**src/rtl/logic_unit_arbiter.sv**
```systemverilog
// logic_unit_arbiter
//
// Two requesters share one combinational logic unit (AND / OR / XOR / NOT a)
// and one result register. A round-robin arbiter picks at most one requester
// per cycle; the winner's operands pass through the logic unit and are
// captured in the result register on the same rising edge.
//
// Handshake: every channel uses strict valid/ready semantics. A beat
// transfers on a rising edge where valid and ready are both high. Valid may
// be dropped at any time before that edge. Ready never depends on payload.
//
// Ports
//   clk_in          single clock, rising edge
//   rst_n_in        asynchronous active-low reset
//   req_valid_in    [1:0] per-requester request valid (bit i = requester i)
//   req_ready_out   [1:0] per-requester accept, one-hot or zero
//   a0_in, b0_in    requester 0 operands
//   op0_in          requester 0 opcode (00 AND, 01 OR, 10 XOR, 11 NOT a)
//   a1_in, b1_in    requester 1 operands
//   op1_in          requester 1 opcode
//   res_valid_out   result register holds a valid result
//   res_ready_in    consumer accepts the result
//   y_out           registered result
//   res_id_out      requester that owns y_out
//   zr_out          y_out is all zeros
//   dbg_state_out   result FSM state (0 EMPTY, 1 FULL)
module logic_unit_arbiter #(
  parameter int WIDTH = 16
) (
  input  logic             clk_in,
  input  logic             rst_n_in,
  input  logic [1:0]       req_valid_in,
  output logic [1:0]       req_ready_out,
  input  logic [WIDTH-1:0] a0_in,
  input  logic [WIDTH-1:0] b0_in,
  input  logic [1:0]       op0_in,
  input  logic [WIDTH-1:0] a1_in,
  input  logic [WIDTH-1:0] b1_in,
  input  logic [1:0]       op1_in,
  output logic             res_valid_out,
  input  logic             res_ready_in,
  output logic [WIDTH-1:0] y_out,
  output logic             res_id_out,
  output logic             zr_out,
  output logic             dbg_state_out
);

  typedef enum logic {
    EMPTY = 1'b0,
    FULL  = 1'b1
  } state_t;

  state_t           state_q;
  state_t           state_d;
  logic             last_grant_q;
  logic [WIDTH-1:0] y_q;
  logic             id_q;

  logic             slot_free;
  logic             transfer;
  logic             win_id;
  logic [WIDTH-1:0] op_a;
  logic [WIDTH-1:0] op_b;
  logic [1:0]       op_sel;
  logic [WIDTH-1:0] alu_y;

  // Arbiter. The slot is free when the register is empty or is being drained
  // this cycle. Ready is also held low while reset is asserted so nothing can
  // look accepted in a cycle where the registers are being cleared.
  always_comb begin
    req_ready_out = 2'b00;
    slot_free     = (state_q == EMPTY) || res_ready_in;
    if (rst_n_in && slot_free) begin
      case (req_valid_in)
        2'b01:   req_ready_out = 2'b01;
        2'b10:   req_ready_out = 2'b10;
        // last_grant marks the previous winner; the other one goes now.
        2'b11:   req_ready_out = last_grant_q ? 2'b01 : 2'b10;
        default: req_ready_out = 2'b00;
      endcase
    end
  end

  // Ready is only ever raised for a valid requester, so any ready bit is a
  // transfer and bit 1 identifies the winner.
  assign transfer = |req_ready_out;
  assign win_id   = req_ready_out[1];

  // Operand mux driven by the grant only; the loser's operands (possibly X)
  // are never selected.
  always_comb begin
    op_a   = a0_in;
    op_b   = b0_in;
    op_sel = op0_in;
    if (win_id) begin
      op_a   = a1_in;
      op_b   = b1_in;
      op_sel = op1_in;
    end
  end

  // Shared logic unit.
  always_comb begin
    alu_y = '0;
    case (op_sel)
      2'b00:   alu_y = op_a & op_b;
      2'b01:   alu_y = op_a | op_b;
      2'b10:   alu_y = op_a ^ op_b;
      default: alu_y = ~op_a;
    endcase
  end

  // Result FSM next state. A transfer always leaves the register FULL,
  // which covers both the fill and the drain-and-refill (no bubble) cases.
  always_comb begin
    state_d = state_q;
    if (transfer) begin
      state_d = FULL;
    end else if ((state_q == FULL) && res_ready_in) begin
      state_d = EMPTY;
    end
  end

  always_ff @(posedge clk_in or negedge rst_n_in) begin
    if (!rst_n_in) begin
      state_q      <= EMPTY;
      last_grant_q <= 1'b1;
      y_q          <= '0;
      id_q         <= 1'b0;
    end else begin
      state_q <= state_d;
      if (transfer) begin
        y_q          <= alu_y;
        id_q         <= win_id;
        last_grant_q <= win_id;
      end
    end
  end

  assign res_valid_out = (state_q == FULL);
  assign y_out         = y_q;
  assign res_id_out    = id_q;
  // Zero flag comes from the registered value so it always matches y_out.
  assign zr_out        = ~|y_q;
  assign dbg_state_out = state_q;

endmodule

```
**config.mk**
```make
export PLATFORM = sky130hd
export DESIGN_NAME = logic_unit_arbiter
export DESIGN_NICKNAME = d
export VERILOG_FILES = /design/src/rtl/logic_unit_arbiter.sv
export SDC_FILE = /design/constraint.sdc
export NUM_CORES = 1
export LEC_CHECK = 0
export ABC_AREA = 1
export BUFFER_PORTS_ARGS = -buffer_cell sky130_fd_sc_hd__buf_2
export CAP_MARGIN = 10
export CORE_AREA = 8 8 83 85
export CTS_BUF_LIST = sky130_fd_sc_hd__clkbuf_2
export CTS_CLUSTER_DIAMETER = 120
export CTS_CLUSTER_SIZE = 12
export DETAILED_ROUTE_END_ITERATION = 12
export DIE_AREA = 0 0 91 93
export GPL_ROUTABILITY_DRIVEN = 0
export PLACE_DENSITY_LB_ADDON = 0.12
export SLEW_MARGIN = 20
export SYNTH_ARGS = -nofsm -noshare
export SYNTH_HDL_FRONTEND = slang
export SYNTH_SLANG_ARGS = --single-unit
```
**constraint.sdc**
```tcl
create_clock -name clk_in -period 2.2 [get_ports clk_in]
set_clock_uncertainty 0.2 [all_clocks]
set_input_delay 0.44 -clock clk_in [delete_from_list [all_inputs] [get_ports clk_in]]
set_output_delay 0.44 -clock clk_in [all_outputs]
set_load 0.01 [all_outputs]
```
After elaboration in Yosys (flattened, before gate mapping)
Cells that the tools add are included.

Register bits: 19. Bits in latches: 0. Memory bits (writable): 0. Bits in read-only memories: 0. Input bits: 73. Output and inout bits: 22. Logic and storage cells: 31. Memories kept: 0.

$add $sub $neg: 0. Multipliers: 0. Div/mod/pow operators: 0. $lt $le $gt $ge: 0. Eq/ne operators: 5. Shifts and indexed selects: 0. Mux-type cells: 9. Bitwise logic cells: 5. Reductions and logical operators: 8.

Operator list (count): 16-bit case mux with 3 select lines (1); 16-bit 2-to-1 mux (2); 16-bit bitwise AND (1); 16-bit NOT (1); 16-bit bitwise OR (1); 16-bit OR reduction (1); 16-bit XOR (1); 2-bit == test, second input constant (3); 2-bit 2-to-1 mux (3); 2-bit case mux with 3 select lines (1); 2-bit by 1-bit == test with 1-bit output, second input constant (2); 1-bit logical AND (2); 2-bit zero test (1); 1-bit 2-to-1 mux (2); 2-bit nonzero test (1); 2-bit OR reduction (1); 1-bit zero test (1); 1-bit logical OR (1); 1-bit NOT (1).

Logic depth before layout (Yosys ltp)
Gate-level depths: netlist of run 1.

Depth after elaboration: 7. Depth in mapped cells: 15. Depth with buffers taken out: 14.

Worst setup path before layout of run 1
No wires, ideal clock.

Kind: register to register. Start point: register last_grant_q. End point: register y_q[12], in the netlist y_out[12]. Library setup time: 116 ps. Arrival time: 1942 ps. Required time: 1884 ps. Setup slack: -58 ps. Cell stages (with the launch flop): 13. Buffers on the path: 1. Period minus slack after synthesis: 2258 ps. Cell sequence: dfstp_2 -> nand2_1 -> nand2_4 -> nor2_8 -> clkbuf_1 -> or2_2 -> o21ai_0 -> inv_1 -> ha_1 -> o21ai_0 -> nand3_1 -> nand2_1 -> nand2_1.

Longest elaborated chain between the ends: 6. Elaborated cells on any way between the ends: 15. Those cells by class: 2 x eq/ne; 7 x mux; 4 x bitwise; 2 x reduce/logical.

Ends and longest elaborated chain: start, declared (RTL line 55) `logic last_grant_q;`; start signal, assigned (RTL line 135) `last_grant_q <= win_id;`; 2-bit 2-to-1 mux * (RTL line 78) `2'b11: req_ready_out = last_grant_q ? 2'b01 : 2'b10;`; 2-bit case mux with 3 select lines * (RTL line 74) `case (req_valid_in)`; 2-bit 2-to-1 mux * (RTL line 73) `if (rst_n_in && slot_free) begin`; net req_ready_out[1] (RTL line 33) `output logic [1:0] req_ready_out,`; 2-bit 2-to-1 mux / 16-bit 2-to-1 mux (equally long branches) (RTL line 95) `if (win_id) begin`; 2-bit == test (tied with other cells) (RTL line 105) `case (op_sel)`; 16-bit case mux with 3 select lines (RTL line 105); end signal, assigned (RTL line 133) `y_q <= alu_y;`; end, declared (RTL line 56) `logic [WIDTH-1:0] y_q;`.

The timed path passes the listed nets; every way through them passes the cells marked *. A chain may end at the register's enable or synchronous reset.

Final worst setup path of run 1
Start point: register last_grant_q. End point: register y_q[2], in the netlist y_out[2].

Longest elaborated chain between the ends: 6. Elaborated cells on any way between the ends: 15. Those cells by class: 2 x eq/ne; 7 x mux; 4 x bitwise; 2 x reduce/logical.

Ends and longest elaborated chain (RTL line): 2-bit 2-to-1 mux * (78); 2-bit case mux with 3 select lines * (74); 2-bit 2-to-1 mux * (73); 2-bit 2-to-1 mux / 16-bit 2-to-1 mux (equally long branches) (95); 2-bit == test (tied with other cells) (105); 16-bit case mux with 3 select lines (105).

Every way passes the cells marked *; elsewhere a longest branch is shown, timed or not.

==> run metrics, run 1 <==
share of the synthesized area in the top cell type 17.6%; Pins Over Slew Limit 0; Bufs on Longest Clock Path 2; outcome finished with violations; syn_area_per_cell 6.39 um^2; max cap viols 0; Critical Path Fanout Max 8; RSZ-0062 raised after global routing true; Comb pwr share 63.8%; H-tree Lvls 1; top-count cell post-synth nand2_1; min cycle time layout 2210 ps; Setup violations, final 4; Post-Route WL 8330 um; number of synthesized flops with an enable pin 0; Arr. time, crit path 2280 ps; Seq/Total Area, Yosys 18.6%; pre-CTS WS -136 ps; layout cells sized above 1 49.2%; vias in the first global route 2845; gr busiest metal met2; Seq pwr share 28.2%; Core Area 5680 um^2; Clock Pin Slew Worst Setup and Hold Paths 200 ps; Detail Route Antenna Nets 0; Die H 93 um; sw frac 45.3%; Layout Area Growth over Synthesis 57.8%; Tot GR Track Use 17.9%; number of synthesis warnings 0; sw power 0.940 mW; met2 Track Usage GR 31.0%; drt initial violations 101; flops & latches, synth 19; Starting Density 45.0%; Inserted Clock Buffers 3; worst vdd ir 0.000291 V; Power Dens Cells 515 nW/um^2; met1 Resource Use GR 22.2%; drt wl/cell 13.8 um; clock power share 8.0%; placed cell area 3300 um^2; Internal 1.14 mW; Die W 91 um; Worst Setup Path Type reg -> reg; fillers 486; failing checks setup timing; nets 634; vias per std cell 4.91; GRT Residual Overflow 0; overall power 2.08 mW; area of the mapped netlist 2560 um^2; IO Port Bufs 94; DIE AREA 8460 um^2; DRC 0; Final Instance Area 4030 um^2; ys async rst share 100%; Worst Max-Slew Pin Slew 301 ps; CP Capture Type flop; synthesized instance count 400; Pre-antenna DRT Iters 4; multi-input logic area 2100 um^2; num rows 28; Static Leak 2.23 nW; Synth Net Count 505; largest net degree at the start of global routing 41; fmax 0.451 GHz; Tcrit/Tclk final 101%; synth cell count leaders nand2_1 (108), inv_1 (74), nand3_1 (54); # diodes 0; Setup crit start kind flop; Synth area leader dfrtp_1; Detail Placement HPWL 5680 um; Worst Slack Setup Final -14.9 ps; Primary FF master, synth dfrtp_1; first-pass GRT wire length 12800 um; Area contributors post-synth dfrtp_1 (18%), nand2_1 (16%), ha_1 (16%), inv_1 (11%), nand3_1 (11%); initial antenna violation count 0; Hold WC Path Type in -> reg; placed cell count 581; GR Util met3 3.69%; Ports 95; Critical Path RT 2260 ps; max_slew headroom 79.7%; TritonCTS clock tree built; # clock sinks 19; root buffer cell clkbuf_2; storage element area 477 um^2; Vias 2961; Clk Latency, worst-skew pair 340 ps; distinct cell type count after synthesis 27; final hold vios 0; Non-Filler Instances 603
metal layers:
metal  share of wire [%]  wire length, um
met4                 1.6              137
met2                  49             4090
met5                   0                0
met1                  43             3540
met3                 6.8              563
registers in the layout, indices dropped and copies added, names as in the netlist:
signal,count
dbg_state_out,1
y_out,16
last_grant_q,1
res_id_out,1
worst paths after layout:
| kind | start | end | slack (ps) | depth (start not counted) |
|---|---|---|---|---|
| min in group asynchronous | rst_n_in | dbg_state_out | 490 | 3 |
| worst max register to register | last_grant_q | y_out[2] | -10 | 11 |
| max in group asynchronous | rst_n_in | y_out[10] | 1110 | 3 |
| worst max-delay path | last_grant_q | y_out[2] | -10 | 11 |
| worst min register to register | res_id_out | res_id_out | 300 | 2 |
| worst min-delay path | res_ready_in | dbg_state_out | 160 | 4 |
timing repair:
item,4_1_cts,5_1_grt
endpoints found under the hold margin,19,0
hold buffers,1,0
pin swaps,20,53
gates cloned,3,2
gates resized for setup,52,86
setup endpoints to repair,16,17
setup buffers,9,4
cells by family after synthesis:
| kind of cell | count (synthesis) | share of synthesized area, % |
|---|---|---|
| adder cells (fa/ha/maj) | 32 | 15.7 |
| AND/OR/NAND/NOR | 202 | 37.5 |
| buffers and inverters | 99 | 17.4 |
| AO/OA/AOI/OAI | 48 | 10.7 |
| flip-flops | 19 | 18.6 |
per-stage QoR:
| step | TNS (ps) | hold slack, ps | utilization [%] |
|---|---|---|---|
| floorplan | -15.2 | -55.6 | - |
| global route | -1160 | 175 | 71.1 |
| detailed placement | -1350 | 255 | 58.1 |
| finish | -39.5 | 161 | 71.1 |
| CTS | -25.4 | 160 | 63.6 |
| global placement | -869 | 248 | 58.1 |
placed cells by master (no fill, tap or decap), types with 6 or more instances in the layout:
master    instances
buf_2            95
inv_2            10
nand3b_1          7
or2_4            11
ha_4              8
nand3_1          51
o21ai_2          16
buf_4            32
nand2_1          92
dfrtp_1          18
o21ai_1           6
ha_1             17
o21ai_4          17
o21ai_0           6
buf_12            9
inv_1            66
buf_6             6
ha_2              7
nand2_2          19
power by group through the flow:
stage / combinational [mW] / clock (mW) / sequential [mW]
global placement: 1.02 / 0 / 0.579
global route: 1.48 / 0.181 / 0.601
floorplan: 0.578 / 0 / 0.619
detailed placement: 1.03 / 0 / 0.583
CTS: 1.17 / 0.170 / 0.574
finish: 1.32 / 0.167 / 0.585
area by class of cell:
cell class / count / share of cell area (%)
multi-input cells: 282 / 52.0
repair buffers: 146 / 26.1
flip-flops and latches: 19 / 11.8
inverters: 77 / 7.26
well taps: 75 / 2.33
clock buffers: 3 / 0.372
clock inverters: 1 / 0.124
worst max-delay path: stages (launching register included):
cell	delay, ps
dfstp_2	590
nand2_2	70
nand2_4	110
nor2_8	80
buf_12	130
or2_2	270
o21ai_2	70
ha_1	250
o21ai_1	120
nand3_1	100
nand2_2	80
nand2_1	50
Note: power is estimated with default switching activity, not from simulation.
==> inputs of run 2 (changes only) <==
--- a/config.mk
+++ b/config.mk
@@ -15,6 +15,7 @@
 export DETAILED_ROUTE_END_ITERATION = 12
 export DIE_AREA = 0 0 91 93
 export GPL_ROUTABILITY_DRIVEN = 0
+export MAX_ROUTING_LAYER = met4
 export PLACE_DENSITY_LB_ADDON = 0.12
 export SLEW_MARGIN = 20
 export SYNTH_ARGS = -nofsm -noshare
==> run 2 against run 1 <==
Compared with the run above:
- the run still ends with setup timing left
- maximum frequency grew 0.13%
- via count grew 0.14%
- utilization is the same
- critical path type unchanged
- largest cell class unchanged
- largest power group unchanged
==> run metrics, run 2 (synthesis gave the netlist of run 1 again) <==
outcome finished with violations (unchanged); failing checks setup timing (unchanged); CP bufs+invs 2 (was 1); Largest register FFs 16 (unchanged); DIE AREA 8460 um^2 (unchanged); fmax 0.452 GHz (was 0.451 GHz); CP max-delay cell dfstp_2 (unchanged); layout cells sized above 1 49.2% (unchanged); H-tree Lvls 1 (unchanged); Ports 95 (unchanged); most frequent cells in the layout buf_2 (95), nand2_1 (92), inv_1 (66) (unchanged); Detail Placement HPWL 5680 um (unchanged); Pre-antenna DRT Iters 4 (unchanged); vias in the first global route 2844 (was 2845); Clock Pin Slew Worst Setup and Hold Paths 210 ps (was 200 ps); max_slew headroom 78.9% (was 79.7%); most numerous cell on the critical path nand2_1 (was nand2_2); Worst Slack Setup Final -12.1 ps (was -14.9 ps); initial antenna violation count 0 (unchanged); largest net degree at the start of global routing 41 (unchanged); reg-to-reg endpoint y_out[12] (was y_out[2]); Pins Over Slew Limit 0 (unchanged); Tot GR Track Use 18.4% (was 17.9%); fillers 486 (unchanged); GRT Residual Overflow 0 (unchanged); hold_sp res_ready_in (unchanged); nets 634 (unchanged); Power Dens Cells 516 nW/um^2 (was 515 nW/um^2); drt wl/cell 13.9 um (was 13.8 um); Final Instance Area 4030 um^2 (unchanged); Core Area 5680 um^2 (unchanged); DRC 0 (unchanged); CP Capture Type flop (unchanged); Worst Max-Slew Pin Slew 313 ps (was 301 ps); Static Leak 2.23 nW (unchanged); Setup violations, final 3 (was 4); num rows 28 (unchanged); Vias 2965 (was 2961); first-pass GRT wire length 12800 um (about the same); placed cell area 3300 um^2 (unchanged); commonest non-fill, non-tap cell in the layout buf_2 (unchanged); r2r setup slk -10 ps (about the same); Post-Route WL 8390 um (was 8330 um); Critical Path RT 2260 ps (about the same); Tcrit/Tclk final 101% (about the same); min cycle time layout 2210 ps (about the same); Arr. time, crit path 2270 ps (was 2280 ps); Setup crit start kind flop (unchanged); # clock sinks 19 (unchanged); max cap viols 0 (unchanged); Inserted Clock Buffers 3 (unchanged); worst hold path stage count 4 (unchanged); Starting Density 45.0% (unchanged); Detail Route Antenna Nets 0 (unchanged); Die W 91 um (unchanged); crit-path cells nand2_2, nand2_4, nor2_8, buf_12, or2_4, o21ai_4, inv_1, ha_1, o21ai_1, nand3_1, nand2_1, nand2_1 (was nand2_2, nand2_4, nor2_8, buf_12, or2_2, o21ai_2, ha_1, o21ai_1, nand3_1, nand2_2, nand2_1); IO Port Bufs 94 (unchanged); Reg-to-Reg Start last_grant_q (unchanged); final hold vios 0 (unchanged); root buffer cell clkbuf_2 (unchanged); worst vdd ir 0.000292 V (was 0.000291 V); Hold Crit Endpoint dbg_state_out (unchanged); cells on worst reg2reg path 12 (was 11); largest delay contributor family on the critical path simple AND/OR/NAND/NOR gates (unchanged); Hold WC Path Type in -> reg (unchanged); RSZ-0062 raised after global routing true (unchanged); vias per std cell 4.92 (was 4.91); pre-CTS WS -136 ps (unchanged); # diodes 0 (unchanged); slowest stage delay, CP 590 ps (about the same); Clk Latency, worst-skew pair 330 ps (was 340 ps); Layout Area Growth over Synthesis 57.8% (unchanged); drt initial violations 97 (was 101); Bufs on Longest Clock Path 2 (unchanged); Die H 93 um (unchanged); Hold Slack 165 ps (was 161 ps); TritonCTS clock tree built (unchanged); Critical Path Fanout Max 8 (unchanged); Worst Setup Path Type reg -> reg (unchanged)
run 2: how the worst max path moves through the flow:
stage                  startpoint        end  slack [ps]  cells past startpoint
floorplan            last_grant_q  y_out[10]          -6                     12
global placement     res_ready_in  y_out[13]        -110                     14
detailed placement   res_ready_in  y_out[13]        -140                     14
CTS                 dbg_state_out   y_out[2]         -10                     13
global route         last_grant_q   y_out[6]        -140                     12
finish               last_grant_q  y_out[12]         -10                     12
run 2: area by class of cell:
type,instances,area (um^2),area share [%]
Clock inverter,1,5.00,0.124
Timing Repair Buffer,146,1050,26.1
Inverter,77,293,7.26
Clock buffer,3,15.0,0.372
Tap cell,75,93.8,2.33
Multi-Input combinational cell,282,2100,52.0
Sequential cell,19,477,11.8
run 2: timing repair:
| action | CTS | global route |
|---|---|---|
| endpoints found under the setup margin | 16 | 17 |
| hold buffers | 1 | 0 |
| resized for setup | 52 | 86 |
| cloned | 3 | 2 |
| pin swaps | 20 | 53 |
| hold endpoints to repair | 19 | 0 |
| setup buffers | 9 | 4 |
run 2: worst min-delay path: cells and delay by family:
family | cells | cell delay, ps
buffers and inverters | 2 | 120
AND/OR/NAND/NOR | 2 | 130
run 2: where the power goes:
part	switching (mW)	total [mW]	internal, mW
clock	0.124	0.166	0.0412
sequential	0.114	0.586	0.472
combinational	0.705	1.33	0.623
total	0.944	2.08	1.14
run 2: per-stage QoR:
stage                     utilization [%]  power [mW]  std cells  setup TNS, ps
after floorplan                         -        1.20        400          -15.2
after global placement               58.1        1.60        581           -869
after detailed placement             58.1        1.62        581          -1350
after CTS                            63.6        1.92        598          -25.4
after global routing                 71.1        2.27        603          -1160
final                                71.1        2.08        603          -32.8
run 2: routing by layer:
layer  vias up  share of wire, %  track usage (%)
met2       101                49             31.0
met3        10               6.3             2.96
li1       1512                 -                -
met4         0               1.6             4.09
met1      1342                43             22.6
met5         -                 0                -
==> inputs of run 3 (changes only) <==
--- a/config.mk
+++ b/config.mk
@@ -7,7 +7,7 @@
 export LEC_CHECK = 0
 export ABC_AREA = 1
 export BUFFER_PORTS_ARGS = -buffer_cell sky130_fd_sc_hd__buf_2
-export CAP_MARGIN = 10
+export CAP_MARGIN = 20
 export CORE_AREA = 8 8 83 85
 export CTS_BUF_LIST = sky130_fd_sc_hd__clkbuf_2
 export CTS_CLUSTER_DIAMETER = 120
@@ -17,6 +17,7 @@
 export GPL_ROUTABILITY_DRIVEN = 0
 export MAX_ROUTING_LAYER = met4
 export PLACE_DENSITY_LB_ADDON = 0.12
+export SKIP_LAST_GASP = 1
 export SLEW_MARGIN = 20
 export SYNTH_ARGS = -nofsm -noshare
 export SYNTH_HDL_FRONTEND = slang
==> run 3 against run 2 <==
Compared with the run above:
- the run still ends with setup timing left
- sequential cell count unchanged
- utilization decreased by 2.4 points
- clock-buffer cell count unchanged
- cell area is 3.4% lower
- sequential share of layout area up 0.41 points
- non-clock buffer count is 1 higher
- clock power is essentially flat
==> run metrics, run 3 (synthesis gave the netlist of run 1 again) <==
sw frac 45.0% (was 45.4%); clock power share 8.2% (was 8.0%); CP Capture Type flop (unchanged); Tcrit/Tclk final 101% (about the same); sw power 0.911 mW (was 0.944 mW); Arr. time, crit path 2270 ps (about the same); H-tree Lvls 1 (unchanged); final hold vios 0 (unchanged); most frequent cells in the layout nand2_1 (98), buf_2 (94), inv_1 (72) (was buf_2 (95), nand2_1 (92), inv_1 (66)); storage element area 477 um^2 (unchanged); drt initial violations 111 (was 97); Critical Path Fanout Max 7 (was 8); Hold WC Path Type in -> reg (unchanged); Internal 1.11 mW (was 1.14 mW); failing checks setup timing (unchanged); placed cell area 3300 um^2 (unchanged); num rows 28 (unchanged); drt wl/cell 13.3 um (was 13.9 um); worst vdd ir 0.000323 V (was 0.000292 V); IO Port Bufs 94 (unchanged); Clock Pin Slew Worst Setup and Hold Paths 200 ps (was 210 ps); GRT Residual Overflow 0 (unchanged); Post-Route WL 8040 um (was 8390 um); Clk Latency, worst-skew pair 330 ps (about the same); Setup crit start kind flop (unchanged); Bufs on Longest Clock Path 2 (unchanged); Worst Slack Setup Final -20.6 ps (was -12.1 ps); RSZ-0062 raised after global routing true (unchanged); largest net degree at the start of global routing 41 (unchanged); # clock sinks 19 (unchanged); root buffer cell clkbuf_2 (unchanged); min cycle time layout 2220 ps (was 2210 ps); Die W 91 um (unchanged); fmax 0.450 GHz (was 0.452 GHz); Final Instance Area 3900 um^2 (was 4030 um^2); fillers 514 (was 486); placed cell count 581 (unchanged); Reg-to-Reg Start last_grant_q (unchanged); fin util 68.7% (was 71.1%); commonest non-fill, non-tap cell in the layout nand2_1 (was buf_2); Core Area 5680 um^2 (unchanged); max_slew headroom 79.8% (was 78.9%); hold_sp res_ready_in (unchanged); Non-Filler Instances 604 (was 603); max cap viols 0 (unchanged); setup_tns -22.4 ps (was -32.8 ps); Power Dens Cells 519 nW/um^2 (was 516 nW/um^2); layout cells sized above 1 45.9% (was 49.2%); Die H 93 um (unchanged); Pre-antenna DRT Iters 5 (was 4); Vias 2919 (was 2965); Ports 95 (unchanged); Largest register FFs 16 (unchanged); overall power 2.02 mW (was 2.08 mW); vias in the first global route 2850 (was 2844); Inserted Clock Buffers 3 (unchanged); multi-input logic area 1980 um^2 (was 2100 um^2); DRC 0 (unchanged); Worst Setup Path Type reg -> reg (unchanged); Comb pwr share 62.9% (was 63.8%); Detail Placement HPWL 5680 um (unchanged); first-pass GRT wire length 12800 um (about the same); Pins Over Slew Limit 0 (unchanged); pre-CTS WS -136 ps (unchanged); TritonCTS clock tree built (unchanged); Layout Area Growth over Synthesis 52.5% (was 57.8%); # diodes 0 (unchanged); Starting Density 45.0% (unchanged); Hold Slack 178 ps (was 165 ps); DIE AREA 8460 um^2 (unchanged); Critical Path Start last_grant_q (unchanged); Detail Route Antenna Nets 0 (unchanged); Seq pwr share 28.9% (was 28.2%); Setup violations, final 2 (was 3); nets 635 (was 634); Critical Path RT 2250 ps (was 2260 ps); Worst Max-Slew Pin Slew 300 ps (was 313 ps); vias per std cell 4.83 (was 4.92); outcome finished with violations (unchanged); Tot GR Track Use 18.4% (about the same); initial antenna violation count 0 (unchanged); Static Leak 2.21 nW (was 2.23 nW)
## run 3: final cells by class
type	instances	share of cell area (%)
Clock buffer	3	0.385
Timing Repair Buffer	147	26.5
Clock inverter	1	0.128
Multi-Input combinational cell	282	50.8
Sequential cell	19	12.2
Tap cell	75	2.41
Inverter	77	7.51
## run 3: final timing paths
path / slack, ps / end / cells after the start
max in group asynchronous: 1120 / y_out[1] / 3
min reg2reg: 290 / res_id_out / 2
min in group asynchronous: 490 / dbg_state_out / 3
max reg2reg: -20 / y_out[2] / 11
max: -20 / y_out[2] / 11
min: 180 / dbg_state_out / 4
## run 3: power by group through the flow
stage	combinational (mW)	sequential, mW	clock (mW)
global route	1.43	0.601	0.180
detailed placement	1.03	0.583	0
floorplan	0.578	0.619	0
CTS	1.17	0.574	0.170
finish	1.27	0.586	0.165
global placement	1.02	0.579	0
## run 3: critical path, stage by stage (launching register included)
cell and delay (ps):
dfstp_2 590, nand2_2 70, nand2_4 110, nor2_8 80
buf_12 130, or2_2 270, o21ai_2 70, ha_1 250
o21ai_1 120, nand3_1 100, nand2_2 90, nand2_1 50
## run 3: repair_timing
action,CTS,global route
gates cloned,3,1
endpoints found under the setup margin,16,17
resized for setup,48,59
hold buffers,1,0
hold endpoints to repair,19,0
buffers inserted,9,6
pin swaps,19,43
## run 3: per-layer routing
layer	track usage, %	up-vias	wire length [um]
met2	31.1	95	3920
met3	2.96	8	522
met1	22.6	1311	3500
met5	-	-	0
li1	-	1505	-
met4	4.09	0	89
